`src/rtl/seq_multiplier.sv`:
```
// Iterative shift-add multiplier: WIDTH x WIDTH -> 2*WIDTH, one multiplier bit per clock.
// Optional two's-complement mode (op_signed port) enabled by defining SEQ_MULT_SIGNED_EN.
module seq_multiplier #(
  parameter int WIDTH = 4
) (
  input  logic               clk,
  input  logic               rst_n,
  input  logic               start,
  input  logic [WIDTH-1:0]   a,
  input  logic [WIDTH-1:0]   b,
`ifdef SEQ_MULT_SIGNED_EN
  input  logic               op_signed,
`endif
  output logic               busy,
  output logic               done,
  output logic [2*WIDTH-1:0] p
);

  localparam int CW = $clog2(WIDTH);
  localparam int AW = 2*WIDTH + 1;

  typedef enum logic [1:0] {S_IDLE, S_RUN, S_FIN} state_t;

  state_t           state;
  logic [WIDTH-1:0] a_reg, b_reg;
  logic [AW-1:0]    acc;
  logic [CW-1:0]    cnt;
  logic             neg;

  logic             sgn;
  logic             a_neg, b_neg;
  logic [WIDTH-1:0] a_mag, b_mag;

`ifdef SEQ_MULT_SIGNED_EN
  assign sgn = op_signed;
`else
  assign sgn = 1'b0;
`endif

  // Signed mode multiplies magnitudes; the most-negative value's magnitude
  // still fits in WIDTH bits when read as unsigned.
  assign a_neg = sgn & a[WIDTH-1];
  assign b_neg = sgn & b[WIDTH-1];
  assign a_mag = a_neg ? WIDTH'(-a) : a;
  assign b_mag = b_neg ? WIDTH'(-b) : b;

  always_ff @(posedge clk or negedge rst_n) begin
    if (!rst_n) begin
      state <= S_IDLE;
      a_reg <= '0;
      b_reg <= '0;
      acc   <= '0;
      cnt   <= '0;
      neg   <= 1'b0;
      busy  <= 1'b0;
      done  <= 1'b0;
      p     <= '0;
    end else begin
      case (state)
        S_IDLE: begin
          done <= 1'b0;
          if (start) begin
            a_reg <= a_mag;
            b_reg <= b_mag;
            neg   <= a_neg ^ b_neg;
            acc   <= '0;
            cnt   <= '0;
            busy  <= 1'b1;
            state <= S_RUN;
          end
        end
        S_RUN: begin
          if (b_reg[0])
            acc <= acc + ({{(WIDTH+1){1'b0}}, a_reg} << cnt);
          b_reg <= b_reg >> 1;
          cnt   <= cnt + 1'b1;
          if (cnt == CW'(WIDTH-1))
            state <= S_FIN;
        end
        S_FIN: begin
          // Carry bit of acc is provably zero; the cast drops it.
          p     <= (2*WIDTH)'(neg ? -acc : acc);
          done  <= 1'b1;
          busy  <= 1'b0;
          state <= S_IDLE;
        end
        default: state <= S_IDLE;
      endcase
    end
  end

endmodule

```
`config.mk`:
```
export PLATFORM = sky130hd
export DESIGN_NAME = seq_multiplier
export DESIGN_NICKNAME = d
export VERILOG_FILES = /design/src/rtl/seq_multiplier.sv
export SDC_FILE = /design/constraint.sdc
export NUM_CORES = 1
export LEC_CHECK = 0
export ABC_AREA = 1
export BUFFER_PORTS_ARGS = -buffer_cell sky130_fd_sc_hd__buf_2
export CAP_MARGIN = 10
export CELL_PAD_IN_SITES_DETAIL_PLACEMENT = 0
export CELL_PAD_IN_SITES_GLOBAL_PLACEMENT = 1
export CORE_ASPECT_RATIO = 1.1
export CORE_UTILIZATION = 47
export CTS_BUF_LIST = sky130_fd_sc_hd__clkbuf_4
export DETAILED_ROUTE_END_ITERATION = 8
export GPL_TIMING_DRIVEN = 0
export PLACE_DENSITY_LB_ADDON = 0.1
export SETUP_SLACK_MARGIN = 0.4
export SYNTH_ARGS = -nofsm -noshare
export SYNTH_HDL_FRONTEND = slang
export SYNTH_SLANG_ARGS = --single-unit
export TNS_END_PERCENT = 10
```
`constraint.sdc`:
```
create_clock -name clk -period 5.95 [get_ports clk]
set_input_delay 0 -clock clk [delete_from_list [all_inputs] [get_ports clk]]
set_output_delay 0 -clock clk [all_outputs]
set_load 0.005 [all_outputs]
```
==> flow_summary.toml, run 1 <==
[run_status]
status = "finished, violations left"
violations = "design-rule violations"

[synthesis]
synth_edf_count = 0
synth.distinct_cells = 23
async_flop_share_pct = 100.0
ys_ff_latch = 30
mappedNetlistArea_um2 = 1561
syn-num-nets = 218
avgSynthCellArea_um2 = 7.886
ys_seq_area_share_pct = 48.08
dominantRegCellSynth = "dfrtp_1"
yosys_warnings = 0
syn_inst = 198

[cells_and_area]
nets = 254
final_common_cell = "nand2_1"
final_cell_area_um2 = 1896
layout_common_cells = "67 x nand2_1, 30 x dfrtp_1, 25 x inv_1"
antenna-diode-count = 0
biggestRegsByFlops = "acc: 8 flops, p: 8 flops"
drive_above_1_share_pct = 14.04
area.growth.synth_to_final_pct = 21.39
fill_cells = 298

[detailed_routing]
vias = 1367
met2WireLength_um = 1614
wl_met3_um = 92
highest_layer = "met4"
drc = 5
wirelength_um = 3237
antenna_left = 0
wl_met1_um = 1465
drt_iter0_markers = 48
drtPass1Iterations = 6
vias_per_cell = 5.082
wire_per_inst_um = 12.03

[sta]
fin_crit_ns = 2.180
setup_viol = 0
worst_slew_pin_slew_ns = 0.6556
clock_skew_ns = 0.006904
final.setup.tns_ns = 0
slew_headroom_pct = 56.29
fin_crit_sh_pct = 36.63
fmax_ghz = 0.4588
rsz0062_at_grt = "false"
hold_violations = 0
drv_slew = 0

[placed_design]
globalplace.congestion = 0.7749
hpwl_um = 2296
placed_area_um2 = 1704
port_buffers = 20

[global_route]
antenna_found_initial = 0
gr-usage-all-layers_pct = 22.18
grt_max_degree = 31
first_global_vias = 1439
grt_pass1_wl_um = 6072
grt_remaining_overflow = 0

[power_and_ir_drop]
p_leak_nw = 1.051
vdd_drop_max_mv = 0.3372
total_power_mw = 1.007
powerDensity_nw_per_um2 = 531.3

[worst_setup_path]
worst_ep_arrival_time_ns = 2.42
crit_required_ns = 6.19
cp_max_fo = 9
crit_type = "flop to flop"
startpoint_type = "flop"
end_kind = "flop"

[floorplanning]
dieArea_um2 = 3557
rows = 21
die_x_um = 56.96
core_um2 = 3100
die_y_um = 62.46
start_util_pct = 50.36
ios = 21

[clocking]
numCtsBuffers = 5
clk_latency_ns = 0.33
clk_pin_slew_worst_paths_ns = 0.10
clock-sinks = 30
cts_tree = "built"
cts_buffer_depth = 2
htreeDepth = 2
cts_resized = 0
clock-root-buffer = "clkbuf_4"

[min_path]
hold_class = "input pin to flop"

[flow_run]
maxCapViolations = 0
[area by class of cell]
class / instances / area (µm²) / share of cell area (%)
Inverter: 26 / 97.59 / 5.149
Sequential cell: 30 / 750.7 / 39.60
Timing Repair Buffer: 29 / 190.2 / 10.03
Multi-Input combinational cell: 140 / 704.4 / 37.16
Clock inverter: 3 / 63.81 / 3.366
Buffer: 2 / 8.758 / 0.4620
Clock buffer: 5 / 37.54 / 1.980
Tap cell: 34 / 42.54 / 2.244
[path summary, 6_finish.rpt]
kind / startpoint / endpoint / slack [ns] / cells past startpoint
setup / recovery: cnt[0] / acc[7] / 3.77 / 9
hold / removal: start / busy / 0.03 / 3
max in group asynchronous: rst_n / a_reg[3] / 5.30 / 2
setup reg to reg: cnt[0] / acc[7] / 3.77 / 9
min in group asynchronous: rst_n / p[7] / 0.22 / 2
hold reg to reg: p[5] / p[5] / 0.48 / 2
[timing repair]
action                    CTS  global route
hold buffers                9             0
hold endpoints to repair   38             0
setup buffers               0             0
[where the power goes]
| group | switching (mW) | internal (mW) | leakage [nW] |
|---|---|---|---|
| registers | 0.0580 | 0.287 | 0.383 |
| clock network | 0.0749 | 0.129 | 0.0528 |
| logic | 0.281 | 0.176 | 0.615 |
| total | 0.414 | 0.593 | 1.05 |
[cell usage after synthesis (2+ instances only)]
master	count	share of area, %
dfrtp_1	30	48
ha_1	8	6.4
inv_1	25	6.0
nand3_1	14	4.5
o22ai_1	2	0.80
nor2_1	12	2.9
a21oi_1	3	0.96
o21ai_0	21	6.7
nand2_2	2	0.80
mux2i_1	2	1.3
nand2_1	67	16
[layer usage]
metal	global-route usage (%)	vias to the layer above
met5	0	-
met1	25.68	628
met4	9.451	0
met2	37.21	25
met3	7.246	6
li1	-	708
[per-stage QoR]
stage,hold WS (ns),worst slack [ns],cells,utilization (%)
2_1_floorplan,-0.2956,4.060,198,-
3_5_place_dp,0.08531,3.777,252,54.96
5_1_grt,0.03415,3.556,269,61.14
3_3_place_gp,0.06623,3.862,252,54.96
4_1_cts,0.03373,3.770,269,61.14
6_report,0.03334,3.770,269,61.14
[critical path, cell delays in order (launching register included)]
cell	delay, ns
dfrtp_1	0.38
clkbuf_1	0.31
o21ai_0	0.18
o21ai_0	0.20
ha_1	0.30
or2_2	0.30
nand3_1	0.14
nand2_1	0.09
a21oi_1	0.13
nor2_1	0.06
[kinds of logic after synthesis]
kind of cell	after synthesis	synth area share, %
multiplexers	2	1.282
XOR/XNOR	1	0.5610
buffers and inverters	28	6.810
flip-flops	30	48.08
AND/OR/NAND/NOR	100	26.28
AO/OA/AOI/OAI	28	9.294
adder cells (fa/ha/maj)	9	7.693
(Power assumes the default switching activity.)
==> run 2: changes to the inputs <==
--- a/config.mk
+++ b/config.mk
@@ -11,7 +11,7 @@
 export CELL_PAD_IN_SITES_DETAIL_PLACEMENT = 0
 export CELL_PAD_IN_SITES_GLOBAL_PLACEMENT = 1
 export CORE_ASPECT_RATIO = 1.1
-export CORE_UTILIZATION = 47
+export CORE_UTILIZATION = 39
 export CTS_BUF_LIST = sky130_fd_sc_hd__clkbuf_4
 export DETAILED_ROUTE_END_ITERATION = 8
 export GPL_TIMING_DRIVEN = 0
==> constraint.sdc (replaced) <==
create_clock -name clk -period 1.8 [get_ports clk]
set_input_delay 0 -clock clk [delete_from_list [all_inputs] [get_ports clk]]
set_output_delay 0 -clock clk [all_outputs]
set_load 0.005 [all_outputs]
==> run 2 against run 1 <==
Utilization fell by 7.6 points. Critical endpoint unchanged. Fmax increased by 20%. Routed wire length up 0.99%. The run ends with negative setup slack left. Register-to-register slack got worse by 3.8 ns.
==> flow_summary.toml, run 2 (same netlist as run 1, synthesis figures left out) <==
[clocking]
clk_pin_slew_worst_paths_ns = 0.09
cts_tree = "built"
clk_latency_ns = 0.33
clock-sinks = 30
cts_buffer_depth = 2
numCtsBuffers = 5
clock-root-buffer = "clkbuf_4"
htreeDepth = 2

[sta]
fin_crit_ns = 1.821
fmax_ghz = 0.5491
fin_crit_sh_pct = 101.2
setup_slack_ns = -0.02114
slew_headroom_pct = 54.90
rsz0062_at_grt = "true"
setup_viol = 2
hold_slack_ns = 0.007618
worst_slew_pin_slew_ns = 0.6766
drv_slew = 0
clock_skew_ns = 0.007478
hold_violations = 0

[global_route]
use_met1_pct = 19.67
gr-usage-all-layers_pct = 17.99
grt_max_degree = 31
grt_pass1_wl_um = 5802
grt.busiest_layer = "met2"
grt_remaining_overflow = 0
met2_usage_pct = 33.38
grtUsageMet3_pct = 5.167
first_global_vias = 1346
antenna_found_initial = 0

[min_path]
hp-start = "b[0]"
hold_class = "input pin to flop"
hold_depth = 3
hold_end = "b_reg[0]"

[floorplanning]
core_um2 = 3741
rows = 23
dieArea_um2 = 4261
start_util_pct = 41.74
ios = 21
die_x_um = 62.33
die_y_um = 68.37

[worst_setup_path]
crit_required_ns = 2.02
reg2reg_from = "cnt[0]"
rr_worst_depth = 11
cpPeakStageDelay_ns = 0.41
cp_max_fo = 8
cp_slowest_cell = "dfrtp_1"
worst_ep_arrival_time_ns = 2.04
ff2ff_setup_slack_ns = -0.02
startpoint_type = "flop"
end_kind = "flop"
r2r-end = "acc[7]"
path_common_cell = "nand2_1"
crit_type = "flop to flop"
path_cells = "buf_8, buf_6, nand3_1, o21ai_1, ha_1, nand2_1, nand2_1, nor2_2, nand2_4, a21oi_2, nor2_1"

[cells_and_area]
biggestRegsByFlops = "acc: 8 flops, p: 8 flops"
final_common_cell = "nand2_1"
layout_common_cells = "62 x nand2_1, 29 x dfrtp_1, 22 x inv_1"
finalNonFillerCells = 289
nets = 258
area.growth.synth_to_final_pct = 28.29
antenna-diode-count = 0
drive_above_1_share_pct = 26.36

[detailed_routing]
vias = 1373
wirelength_um = 3269
antenna_left = 0
vias_per_cell = 4.751
drc = 0
drtPass1Iterations = 4
drt_iter0_markers = 44
wire_per_inst_um = 11.31

[placed_design]
globalplace.congestion = 0.7938
placedCellCount = 268
hpwl_um = 2307
port_buffers = 20

[run_status]
violations = "negative setup slack"
status = "finished, violations left"

[power_and_ir_drop]
p_leak_nw = 1.061
powerDensity_nw_per_um2 = 1739
vdd_drop_max_mv = 0.6744

[flow_run]
maxCapViolations = 0
## run 2: cell count changes in the layout (fill, tap and decap cells not counted), moves of 4 or more
cell / before / now
nand2_1: 67 / 62
nand3_1: 14 / 10
nand2_2: 2 / 6
o21ai_0: 21 / 15
buf_4: 0 / 4
## run 2: per-stage QoR
step | cell area [µm²] | util [%] | setup TNS (ns) | power [mW] | setup WS (ns)
floorplan | 1583 | - | 0 | 2.309 | 0.09932
global placement | 1745 | 46.66 | -0.1835 | 2.663 | -0.06006
detailed placement | 1745 | 46.66 | -0.2799 | 2.723 | -0.08245
CTS | 1959 | 52.37 | -0.001788 | 3.399 | -0.001788
global route | 2003 | 53.55 | -0.7536 | 3.854 | -0.1462
finish | 2003 | 53.55 | -0.02715 | 3.483 | -0.02114
## run 2: cell type report
class                      count  area [µm²]
sequential                    30       752.0
clock inverter                 2       8.758
fill                         376        1738
inverter                      26       97.59
multi-input combinational    140       795.8
clock buffer                   6       45.04
tap                           50       62.56
timing repair buffer          33       221.5
buffer                         2       20.02
## run 2: critical path: cells and delay by family, from the launching register on
| kind | cells | cell delay, ns |
|---|---|---|
| adder cells (fa/ha/maj) | 1 | 0.36 |
| flip-flops | 1 | 0.41 |
| AO/OA/AOI/OAI | 2 | 0.18 |
| AND/OR/NAND/NOR | 6 | 0.50 |
| buffers and inverters | 2 | 0.26 |
## run 2: routing by layer
metal,share of wire [%],wire length (µm)
met5,0,0
met4,2.7,88
met3,4.4,143
met2,49,1586
met1,44,1451
## run 2: how the worst max path moves through the flow
| stage | slack (ns) | startpoint | end | cells past startpoint |
|---|---|---|---|---|
| final | -0.02 | cnt[0] | acc[7] | 11 |
| after global routing | -0.15 | cnt[0] | acc[6] | 10 |
| after global placement | -0.06 | cnt[0] | acc[4] | 9 |
| after floorplan | 0.1 | cnt[0] | acc[7] | 9 |
| after CTS | -0.002 | cnt[0] | acc[7] | 11 |
| after detailed placement | -0.08 | cnt[0] | acc[7] | 11 |
## run 2: repair_timing
| item | in CTS | in global routing |
|---|---|---|
| hold endpoints to repair | 37 | 0 |
| pin swaps | 16 | 13 |
| setup buffers | 5 | 0 |
| resized for setup | 16 | 15 |
| hold buffers | 8 | 0 |
| setup endpoints to repair | 7 | 13 |
## run 2: report_power, final
part	switching, mW	leakage (nW)	internal [mW]
clock network	0.232	0.0331	0.162
registers	0.217	0.382	0.953
logic	1.09	0.645	0.832
total	1.54	1.06	1.95
